File: config.mk
export PLATFORM = sky130hd
export DESIGN_NAME = mask_profiler_flat
export DESIGN_NICKNAME = d
export VERILOG_FILES = /design/src/rtl/gesture_pkg.sv /design/src/rtl/mask_profiler_if.sv /design/src/rtl/raster_counter.sv /design/src/rtl/mask_profiler.sv /design/src/flat_wrapper.sv
export SDC_FILE = /design/constraint.sdc
export NUM_CORES = 1
export LEC_CHECK = 0
export ABC_AREA = 1
export BUFFER_PORTS_ARGS = -buffer_cell sky130_fd_sc_hd__buf_2
export CELL_PAD_IN_SITES_DETAIL_PLACEMENT = 0
export CELL_PAD_IN_SITES_GLOBAL_PLACEMENT = 1
export CORE_ASPECT_RATIO = 1.25
export CORE_UTILIZATION = 40
export DETAILED_ROUTE_END_ITERATION = 8
export PLACE_DENSITY = 0.86
export SLEW_MARGIN = 20
export SYNTH_ARGS = -nofsm -noshare
export SYNTH_HDL_FRONTEND = slang
export SYNTH_HIERARCHICAL = 1
export SYNTH_SLANG_ARGS = --single-unit
File: constraint.sdc
create_clock -name clk -period 2.2 [get_ports clk]
set_input_delay 0.22 -clock clk [delete_from_list [all_inputs] [get_ports clk]]
set_output_delay 0.22 -clock clk [all_outputs]
set_load 0.02 [all_outputs]
File: src/rtl/gesture_pkg.sv
// Shared types and sizing for the gesture pipeline.
// Image geometry defaults, coordinate/sum widths and the profiler state enum.
package gesture_pkg;

  localparam int IMG_W_DEF   = 160;
  localparam int IMG_H_DEF   = 120;
  localparam int MIN_PIX_DEF = 64;

  function automatic int cnt_w(input int w, input int h);
    return $clog2(w * h + 1);
  endfunction

  function automatic int sum_w(input int span, input int w, input int h);
    return $clog2((span - 1) * w * h + 1);
  endfunction

  localparam int X_W  = $clog2(IMG_W_DEF);
  localparam int Y_W  = $clog2(IMG_H_DEF);
  localparam int C_W  = cnt_w(IMG_W_DEF, IMG_H_DEF);
  localparam int SX_W = sum_w(IMG_W_DEF, IMG_W_DEF, IMG_H_DEF);
  localparam int SY_W = sum_w(IMG_H_DEF, IMG_W_DEF, IMG_H_DEF);

  typedef enum logic [1:0] {
    IDLE,
    ACCUM,
    DONE
  } state_t;

endpackage

File: src/rtl/mask_profiler_if.sv
// Mask pixel stream in, per-frame profile out.
// master drives pixels and reads results; slave is the profiler.
interface mask_profiler_if
  import gesture_pkg::*;
#(
  parameter int XW  = X_W,
  parameter int YW  = Y_W,
  parameter int CW  = C_W,
  parameter int SXW = SX_W,
  parameter int SYW = SY_W
);

  logic           object_image;
  logic           pix_valid;
  logic           sof;
  logic [XW-1:0]  min_x;
  logic [XW-1:0]  max_x;
  logic [YW-1:0]  min_y;
  logic [YW-1:0]  max_y;
  logic [CW-1:0]  pix_count;
  logic [SXW-1:0] sum_x;
  logic [SYW-1:0] sum_y;
  logic           obj_present;
  logic           result_valid;
  logic           frame_err;

  modport master (
    output object_image, pix_valid, sof,
    input  min_x, max_x, min_y, max_y,
    input  pix_count, sum_x, sum_y,
    input  obj_present, result_valid, frame_err
  );

  modport slave (
    input  object_image, pix_valid, sof,
    output min_x, max_x, min_y, max_y,
    output pix_count, sum_x, sum_y,
    output obj_present, result_valid, frame_err
  );

endinterface

File: src/rtl/raster_counter.sv
// Raster x/y position tracker for a pixel stream.
// x/y give the coordinate of the pixel on the inputs now; sof forces (0,0).
module raster_counter #(
  parameter int IMG_W = 160,
  parameter int IMG_H = 120,
  parameter int XW    = $clog2(IMG_W),
  parameter int YW    = $clog2(IMG_H)
) (
  input  logic          clk,
  input  logic          rst,
  input  logic          en,
  input  logic          clr,
  output logic [XW-1:0] x,
  output logic [YW-1:0] y,
  output logic          last
);

  logic [XW-1:0] xc;
  logic [YW-1:0] yc;
  logic          x_end;

  assign x     = clr ? '0 : xc;
  assign y     = clr ? '0 : yc;
  assign x_end = (x == XW'(IMG_W - 1));
  assign last  = x_end && (y == YW'(IMG_H - 1));

  // step to the next raster position on each accepted pixel
  always_ff @(posedge clk or negedge rst) begin
    if (!rst) begin
      xc <= '0;
      yc <= '0;
    end else if (en) begin
      if (x_end) begin
        xc <= '0;
        yc <= last ? '0 : y + YW'(1);
      end else begin
        xc <= x + XW'(1);
        yc <= y;
      end
    end
  end

endmodule

File: src/rtl/mask_profiler.sv
// Reduces a 1-bit object mask frame to bounding box, count and sums.
// Accumulates on the fly; no frame storage.
module mask_profiler
  import gesture_pkg::*;
#(
  parameter int IMG_W   = IMG_W_DEF,
  parameter int IMG_H   = IMG_H_DEF,
  parameter int MIN_PIX = MIN_PIX_DEF
) (
  input logic           clk,
  input logic           rst,
  mask_profiler_if.slave bus
);

  localparam int XW  = $clog2(IMG_W);
  localparam int YW  = $clog2(IMG_H);
  localparam int CW  = cnt_w(IMG_W, IMG_H);
  localparam int SXW = sum_w(IMG_W, IMG_W, IMG_H);
  localparam int SYW = sum_w(IMG_H, IMG_W, IMG_H);

  typedef struct packed {
    logic [XW-1:0]  min_x;
    logic [XW-1:0]  max_x;
    logic [YW-1:0]  min_y;
    logic [YW-1:0]  max_y;
    logic [CW-1:0]  cnt;
    logic [SXW-1:0] sx;
    logic [SYW-1:0] sy;
  } acc_t;

  // empty box is min all-ones, max zero, so min>max means no object
  localparam acc_t ACC_EMPTY = {
    {XW{1'b1}}, {XW{1'b0}},
    {YW{1'b1}}, {YW{1'b0}},
    {(CW + SXW + SYW){1'b0}}
  };

  state_t        state;
  state_t        state_nx;
  logic          start;
  logic          take;
  logic          last;
  logic          done;
  logic          err;
  logic [XW-1:0] px;
  logic [YW-1:0] py;
  acc_t          acc;
  acc_t          base;
  acc_t          nxt;
  acc_t          res;
  logic          obj;
  logic          rv;
  logic          fe;

  assign start = bus.pix_valid & bus.sof;
  assign take  = start | (bus.pix_valid & (state == ACCUM));

  raster_counter #(
    .IMG_W (IMG_W),
    .IMG_H (IMG_H)
  ) u_raster (
    .clk  (clk),
    .rst  (rst),
    .en   (take),
    .clr  (bus.sof),
    .x    (px),
    .y    (py),
    .last (last)
  );

  // fold the current pixel into the running frame profile
  always_comb begin
    base = bus.sof ? ACC_EMPTY : acc;
    nxt  = base;
    if (bus.object_image) begin
      if (px < base.min_x) nxt.min_x = px;
      if (px > base.max_x) nxt.max_x = px;
      if (py < base.min_y) nxt.min_y = py;
      if (py > base.max_y) nxt.max_y = py;
      nxt.cnt = base.cnt + CW'(1);
      nxt.sx  = base.sx + SXW'(px);
      nxt.sy  = base.sy + SYW'(py);
    end
  end

  // running accumulators advance only on accepted pixels
  always_ff @(posedge clk or negedge rst) begin
    if (!rst) acc <= ACC_EMPTY;
    else if (take) acc <= nxt;
  end

  // frame state register
  always_ff @(posedge clk or negedge rst) begin
    if (!rst) state <= IDLE;
    else state <= state_nx;
  end

  // frame sequencing: start on sof, finish on last pixel, abort on early sof
  always_comb begin
    state_nx = state;
    done     = 1'b0;
    err      = 1'b0;
    unique case (state)
      IDLE: begin
        if (start) state_nx = ACCUM;
      end
      ACCUM: begin
        if (bus.pix_valid) begin
          if (bus.sof) begin
            err = 1'b1;
          end else if (last) begin
            done     = 1'b1;
            state_nx = DONE;
          end
        end
      end
      DONE: begin
        state_nx = start ? ACCUM : IDLE;
      end
      default: state_nx = IDLE;
    endcase
  end

  // publish results with the last pixel included
  always_ff @(posedge clk or negedge rst) begin
    if (!rst) begin
      res <= ACC_EMPTY;
      obj <= 1'b0;
      rv  <= 1'b0;
      fe  <= 1'b0;
    end else begin
      rv <= done;
      fe <= err;
      if (done) begin
        res <= nxt;
        obj <= (nxt.cnt >= CW'(MIN_PIX));
      end
    end
  end

  assign bus.min_x        = res.min_x;
  assign bus.max_x        = res.max_x;
  assign bus.min_y        = res.min_y;
  assign bus.max_y        = res.max_y;
  assign bus.pix_count    = res.cnt;
  assign bus.sum_x        = res.sx;
  assign bus.sum_y        = res.sy;
  assign bus.obj_present  = obj;
  assign bus.result_valid = rv;
  assign bus.frame_err    = fe;

endmodule

File: src/flat_wrapper.sv
// flat-port wrapper written by rule: the top's interface ports become plain ports
module mask_profiler_flat import gesture_pkg::*;
#(
  parameter int IMG_W   = IMG_W_DEF,
  parameter int IMG_H   = IMG_H_DEF,
  parameter int MIN_PIX = MIN_PIX_DEF
)
  (clk, rst, bus_object_image, bus_pix_valid, bus_sof, bus_min_x, bus_max_x, bus_min_y, bus_max_y, bus_pix_count, bus_sum_x, bus_sum_y, bus_obj_present, bus_result_valid, bus_frame_err);
  mask_profiler_if bus_i ();
  input logic clk;
  input logic rst;
  input wire logic [$bits(bus_i.object_image)-1:0] bus_object_image;
  input wire logic [$bits(bus_i.pix_valid)-1:0] bus_pix_valid;
  input wire logic [$bits(bus_i.sof)-1:0] bus_sof;
  output wire logic [$bits(bus_i.min_x)-1:0] bus_min_x;
  output wire logic [$bits(bus_i.max_x)-1:0] bus_max_x;
  output wire logic [$bits(bus_i.min_y)-1:0] bus_min_y;
  output wire logic [$bits(bus_i.max_y)-1:0] bus_max_y;
  output wire logic [$bits(bus_i.pix_count)-1:0] bus_pix_count;
  output wire logic [$bits(bus_i.sum_x)-1:0] bus_sum_x;
  output wire logic [$bits(bus_i.sum_y)-1:0] bus_sum_y;
  output wire logic [$bits(bus_i.obj_present)-1:0] bus_obj_present;
  output wire logic [$bits(bus_i.result_valid)-1:0] bus_result_valid;
  output wire logic [$bits(bus_i.frame_err)-1:0] bus_frame_err;
  assign bus_i.object_image = bus_object_image;
  assign bus_i.pix_valid = bus_pix_valid;
  assign bus_i.sof = bus_sof;
  assign bus_min_x = bus_i.min_x;
  assign bus_max_x = bus_i.max_x;
  assign bus_min_y = bus_i.min_y;
  assign bus_max_y = bus_i.max_y;
  assign bus_pix_count = bus_i.pix_count;
  assign bus_sum_x = bus_i.sum_x;
  assign bus_sum_y = bus_i.sum_y;
  assign bus_obj_present = bus_i.obj_present;
  assign bus_result_valid = bus_i.result_valid;
  assign bus_frame_err = bus_i.frame_err;
  mask_profiler #(.IMG_W(IMG_W), .IMG_H(IMG_H), .MIN_PIX(MIN_PIX)) u_core (.clk(clk), .rst(rst), .bus(bus_i));
endmodule
# Word level (Yosys, flattened, before mapping)
# Index checks and enable logic that the tools add are counted.
# word_totals
regBits	198
inputBits	5
output_inout_bits	92
word_cells	68
# op_classes
add_sub_neg	5
n_lt_le_gt_ge	5
n_eq_ne	8
muxes	24
n_bitwise	3
n_reduce_logical	3
# op_table
operator	count
89-bit 2-to-1 mux	2
7-bit 2-to-1 mux	5
8-bit 2-to-1 mux	4
22-bit by 7-bit adder with 22-bit output	1
22-bit by 8-bit adder with 22-bit output	1
15-bit by 1-bit adder with 15-bit output (second input constant)	1
15-bit by 7-bit greater-or-equal comparator with 1-bit output (second input constant)	1
8-bit by 1-bit adder with 8-bit output (second input constant)	1
8-bit equality test (second input constant)	1
8-bit > comparator	1
8-bit < comparator	1
1-bit 2-to-1 mux	8
2-bit 2-to-1 mux	4
7-bit by 1-bit adder with 7-bit output (second input constant)	1
7-bit equality test (second input constant)	1
7-bit > comparator	1
7-bit < comparator	1
2-bit != test (second input constant)	3
2-bit case mux with 3 select lines	1
4-bit AND reduction	1
1-bit bitwise AND	2
2-bit by 1-bit equality test with 1-bit output (second input constant)	1
2-bit equality test (second input constant)	1
2-bit logical NOT	1
3 further kinds	3

# Logic depth before layout (Yosys ltp)
# depth
depth_word	7
ltp_mapped	19
depth_no_buf	17

# Cells and area by module
# Netlist, hierarchy kept.
# by_module_without_submodules
mod	instances	cells_each	area_per_inst_um2	seq_area_each_um2
mask_profiler	1	1404	10552.6	4616.9
raster_counter	1	154	1088.5	375.4

# Least setup slack after synthesis
# OpenSTA, ideal clock, no wires.
# synth_path
path_type	input to register
start	input port bus_sof
end	register u_core/acc[14] in the netlist's numbering
arrival_time_ns	2.467
slack_ns	-0.391
stages	19
path_buffers	5
cell_sequence	buf_6 buf_6 buf_4 buf_2 nor2_1 ha_1 inv_1 fa_1 inv_1 nand2_1 o21ai_1 inv_1 o21ai_2 buf_6 nand3_1 nand2_1 nand2_1 nand2_1 o21ai_2
# synth_via
elab_chain_cells	3
word_cells_on_any_way	6
# synth_lines
item	line_no	text
start, declared	flat_wrapper.sv:14	input wire logic [$bits(bus_i.sof)-1:0] bus_sof;
89-bit 2-to-1 mux or 7-bit 2-to-1 mux (tied branches)	mask_profiler.sv:73, raster_counter.sv:23	
22-bit by 7-bit adder with 22-bit output	mask_profiler.sv:82	nxt.sy = base.sy + SYW'(py);
89-bit 2-to-1 mux	mask_profiler.sv:75	if (bus.object_image) begin
end signal, assigned	mask_profiler.sv:89	else if (take) acc <= nxt;
end, declared	mask_profiler.sv:47	acc_t acc;
# Parallel ways exist; a longest one is shown, timed or not.
# A chain may end at the register's enable or synchronous reset.

# Final worst setup path
# layout_path
start	register u_core.u_raster.xc[5]
end	register u_core.res, in the netlist u_core/bus.max_x[5]
# layout_via
elab_chain_cells	7
word_cells_on_any_way	10
# layout_lines
item	line_no	text
start, declared	raster_counter.sv:18	logic [XW-1:0] xc;
start signal, assigned	raster_counter.sv:37	xc <= x + XW'(1);
8-bit 2-to-1 mux *	raster_counter.sv:22	assign x = clr ? '0 : xc;
net u_core.px[5]	mask_profiler.sv:45	logic [XW-1:0] px;
8-bit equality test	raster_counter.sv:24	assign x_end = (x == XW'(IMG_W - 1));
1-bit logical AND	raster_counter.sv:25	assign last = x_end && (y == YW'(IMG_H - 1));
1-bit 2-to-1 mux	mask_profiler.sv:111	end else if (last) begin
1-bit 2-to-1 mux	mask_profiler.sv:109	if (bus.sof) begin
1-bit 2-to-1 mux	mask_profiler.sv:108	if (bus.pix_valid) begin
1-bit 2-to-1 mux	mask_profiler.sv:103	unique case (state)
end signal, assigned	mask_profiler.sv:135	res <= nxt;
end, declared	mask_profiler.sv:50	acc_t res;
# The timed path passes the listed nets; every way through them passes the cells marked *.

==> metrics <==
grt met1 use=0.2740; asr flop ratio synth=1.000; HP Class=in -> reg; max_slew headroom=0.5840; failing checks=setup timing; share of cells above drive strength 1=0.2805; sequential share of the synthesized area=0.4288; Syn Nets=1,611; htree depth=4; clock-pin slew on the worst setup and hold paths=0.08 ns; top_reg_cell synth=dfrtp_1; Synth Instances=1,558; worst setup path end=u_core/bus.max_x[5]; area growth from synthesis to layout=29.64%; Post-synth EDFFs=0; r2r endpoint=u_core/bus.max_x[5]; fin crit share=1.018; initial antenna violation count=0; Syn Std Cell Area=0.01164 mm2; Initial DRC Count=669; total track usage=0.2256; routability cong.=0.9389; Synth cell types=46; simple-gate area share of the yosys netlist=0.3523; startpoint types=register; Fin Clk Skew=0.01222 ns; complex-gate fraction of the synthesized area=0.07513; dpl hpwl=23,350 um; Final Hold Violating Endpoints=0; CP startpoint=u_core/u_raster/xc[5]; dpl cells=2,109; Post-Synth XOR/XNOR Area=0.01730; Final Max Slew Viols=0; FMAX=446.4 MHz; critical path class=reg -> reg; worst reg2reg path depth=13; Setup crit end kind=register; GR peak layer=met2; Max clock buf depth=2; first-pass GRT wire length=53,210 um; die area=0.02979 mm2; clock sink count=198; syn_area_per_cell=7.472 um2; outcome=finished with violations; drt pass-1 iters=5; max-cap violations=0; Min Hold Slack=0.1458 ns; Via density=5.194; Die W=154.6 um; RSZ-0062 raised after global routing=true; Worst Path Required=2.57 ns; main combinational cell family by area after synthesis=simple AND/OR/NAND/NOR gates; vias in the first global route=10,896; most frequent cells in the layout=545 x nand2_1, 168 x dfrtp_1, 159 x buf_4; clock latency on the worst-skew pair=0.45 ns; worst slew pin tran=0.6240 ns; met2 GRT Util=0.4027; setup slack at placement=-0.1912 ns; Final Total Pwr=9668 uW; #FFs+latches synth=198; I/O pins=97; CTS tree=done; final worst path period need=2.240 ns; # diodes=0; Arr. time, crit path=2.61 ns; DR vias=11,250; die height=192.7 um; PortBufs=96; Final Non-Filler Cells=2,166; Synth Area in Adders=0.05288; largest net degree at the start of global routing=58; multi-input logic area=0.006257 mm2; leakage power=0.007761 uW; setup slack, reg-to-reg=-0.04 ns; fillcell total=2,708; Reg area=0.004992 mm2; total gr overflow=0; Synth Warn #=6; setup ws final=-0.04039 ns; final setup vio count=15; final WL=34,630 um; RR Startpoint=u_core/u_raster/xc[5]; Initial Utilization=0.4086; Core Area=0.02849 mm2; mux share of post-synthesis cell area=0; root buffer cell=clkbuf_16; Worst Path Max Fanout=5; Final Core Density=0.5297; commonest non-fill, non-tap cell in the layout=nand2_1; total CTS buffers=17; pwr dens=640.6 mW/mm2; worst vdd ir=0.0004551 V; row cnt=69; post-route ant nets=0; DRC violations left=0; met3 Use GR=0.03211; DR WL/cell=15.99 um; Final #Nets=1,851
synthesized netlist by cell type (6+ instances only):
library cell	n	area (um2)
nand2_1	564	2117
dfrtp_1	168	4204
nand3_1	143	715.7
inv_1	133	499.2
nor2_1	117	439.2
o21ai_0	93	465.5
ha_1	46	575.6
buf_2	31	155.2
dfstp_2	30	788.3
nand4_1	24	150.1
a21oi_1	23	115.1
clkbuf_1	20	75.07
nand3b_1	18	135.1
o21ai_1	16	80.08
xor2_1	16	140.1
a31oi_1	13	81.33
nor2_4	11	123.9
nor2_2	10	62.56
nand2_2	9	56.30
nor3_1	8	40.04
inv_2	7	26.28
xnor2_1	7	61.31
nand3_2	6	60.06
state kept, by name (all words and copies together), names as in the netlist:
register	flops
u_core/acc	89
u_core/bus.sum_x	22
u_core/bus.sum_y	22
u_core/bus.pix_count	15
u_core/bus.max_x	8
u_core/bus.min_x	8
u_core/u_raster/xc	8
u_core/bus.max_y	7
u_core/bus.min_y	7
u_core/u_raster/yc	7
u_core/state	2
u_core/bus.frame_err	1
u_core/bus.obj_present	1
u_core/bus.result_valid	1
final cells by class:
class,instances,area share
Inverter,141,0.03557
Tap cell,355,0.02943
Timing Repair Buffer,283,0.1471
Clock inverter,15,0.01434
Sequential cell,198,0.3308
Multi-Input combinational cell,1157,0.4146
Clock buffer,17,0.02819
critical path: stages, from the launching register on:
cell,delay [ns]
dfrtp_1,0.37
inv_2,0.06
nor2_4,0.18
buf_4,0.16
ha_1,0.23
nand4_1,0.14
nor2_1,0.07
a31oi_1,0.22
o21ai_2,0.16
buf_4,0.17
buf_6,0.12
nand2_1,0.06
o21ai_2,0.06
o21ai_0,0.15
worst min path at each step:
stage	start	to	slack [ns]	cells past startpoint
CTS	bus_pix_valid	u_core/bus.frame_err	0.13	3
global placement	rst	u_core/acc[77]	0.23	1
global route	bus_pix_valid	u_core/bus.frame_err	0.18	3
floorplan	rst	u_core/acc[0]	-0.08	0
detailed placement	rst	u_core/acc[77]	0.23	1
finish	bus_pix_valid	u_core/bus.frame_err	0.15	3
logic make-up after synthesis:
logic type / after synthesis
fa+ha+maj: 48
buf+inv: 203
xor+xnor: 23
flops: 198
simple gates: 927
compound gates: 159
stage by stage:
| stage | TNS (ns) | cell area (um2) |
|---|---|---|
| after floorplan | -1.690 | 11720 |
| after global placement | -7.078 | 13700 |
| after detailed placement | -11.70 | 13700 |
| after CTS | 0 | 14400 |
| after global routing | -4.448 | 15090 |
| final | -0.2494 | 15090 |
power by group:
group	internal (uW)	total (uW)	leakage [uW]	switching, uW
Combinational	800	2140	0.00484	1340
Sequential	3920	4050	0.00262	132
Clock	1940	3470	0.000301	1540
timing repair:
action                                 4_1_cts  5_1_grt
endpoints found under the hold margin       35        0
pin swaps                                    5       34
setup endpoints to repair                   28      139
cloned                                       0        8
gates resized for setup                      9      120
setup buffers                                2       15
hold buffers                                 1        0
routing by layer:
metal  routed length [um]  up-vias
li1                     -     5480
met1                14960     5418
met2                17430      275
met3                 1163       77
met4                 1075        0
met5                    0        -
(Power assumes the default switching activity.)
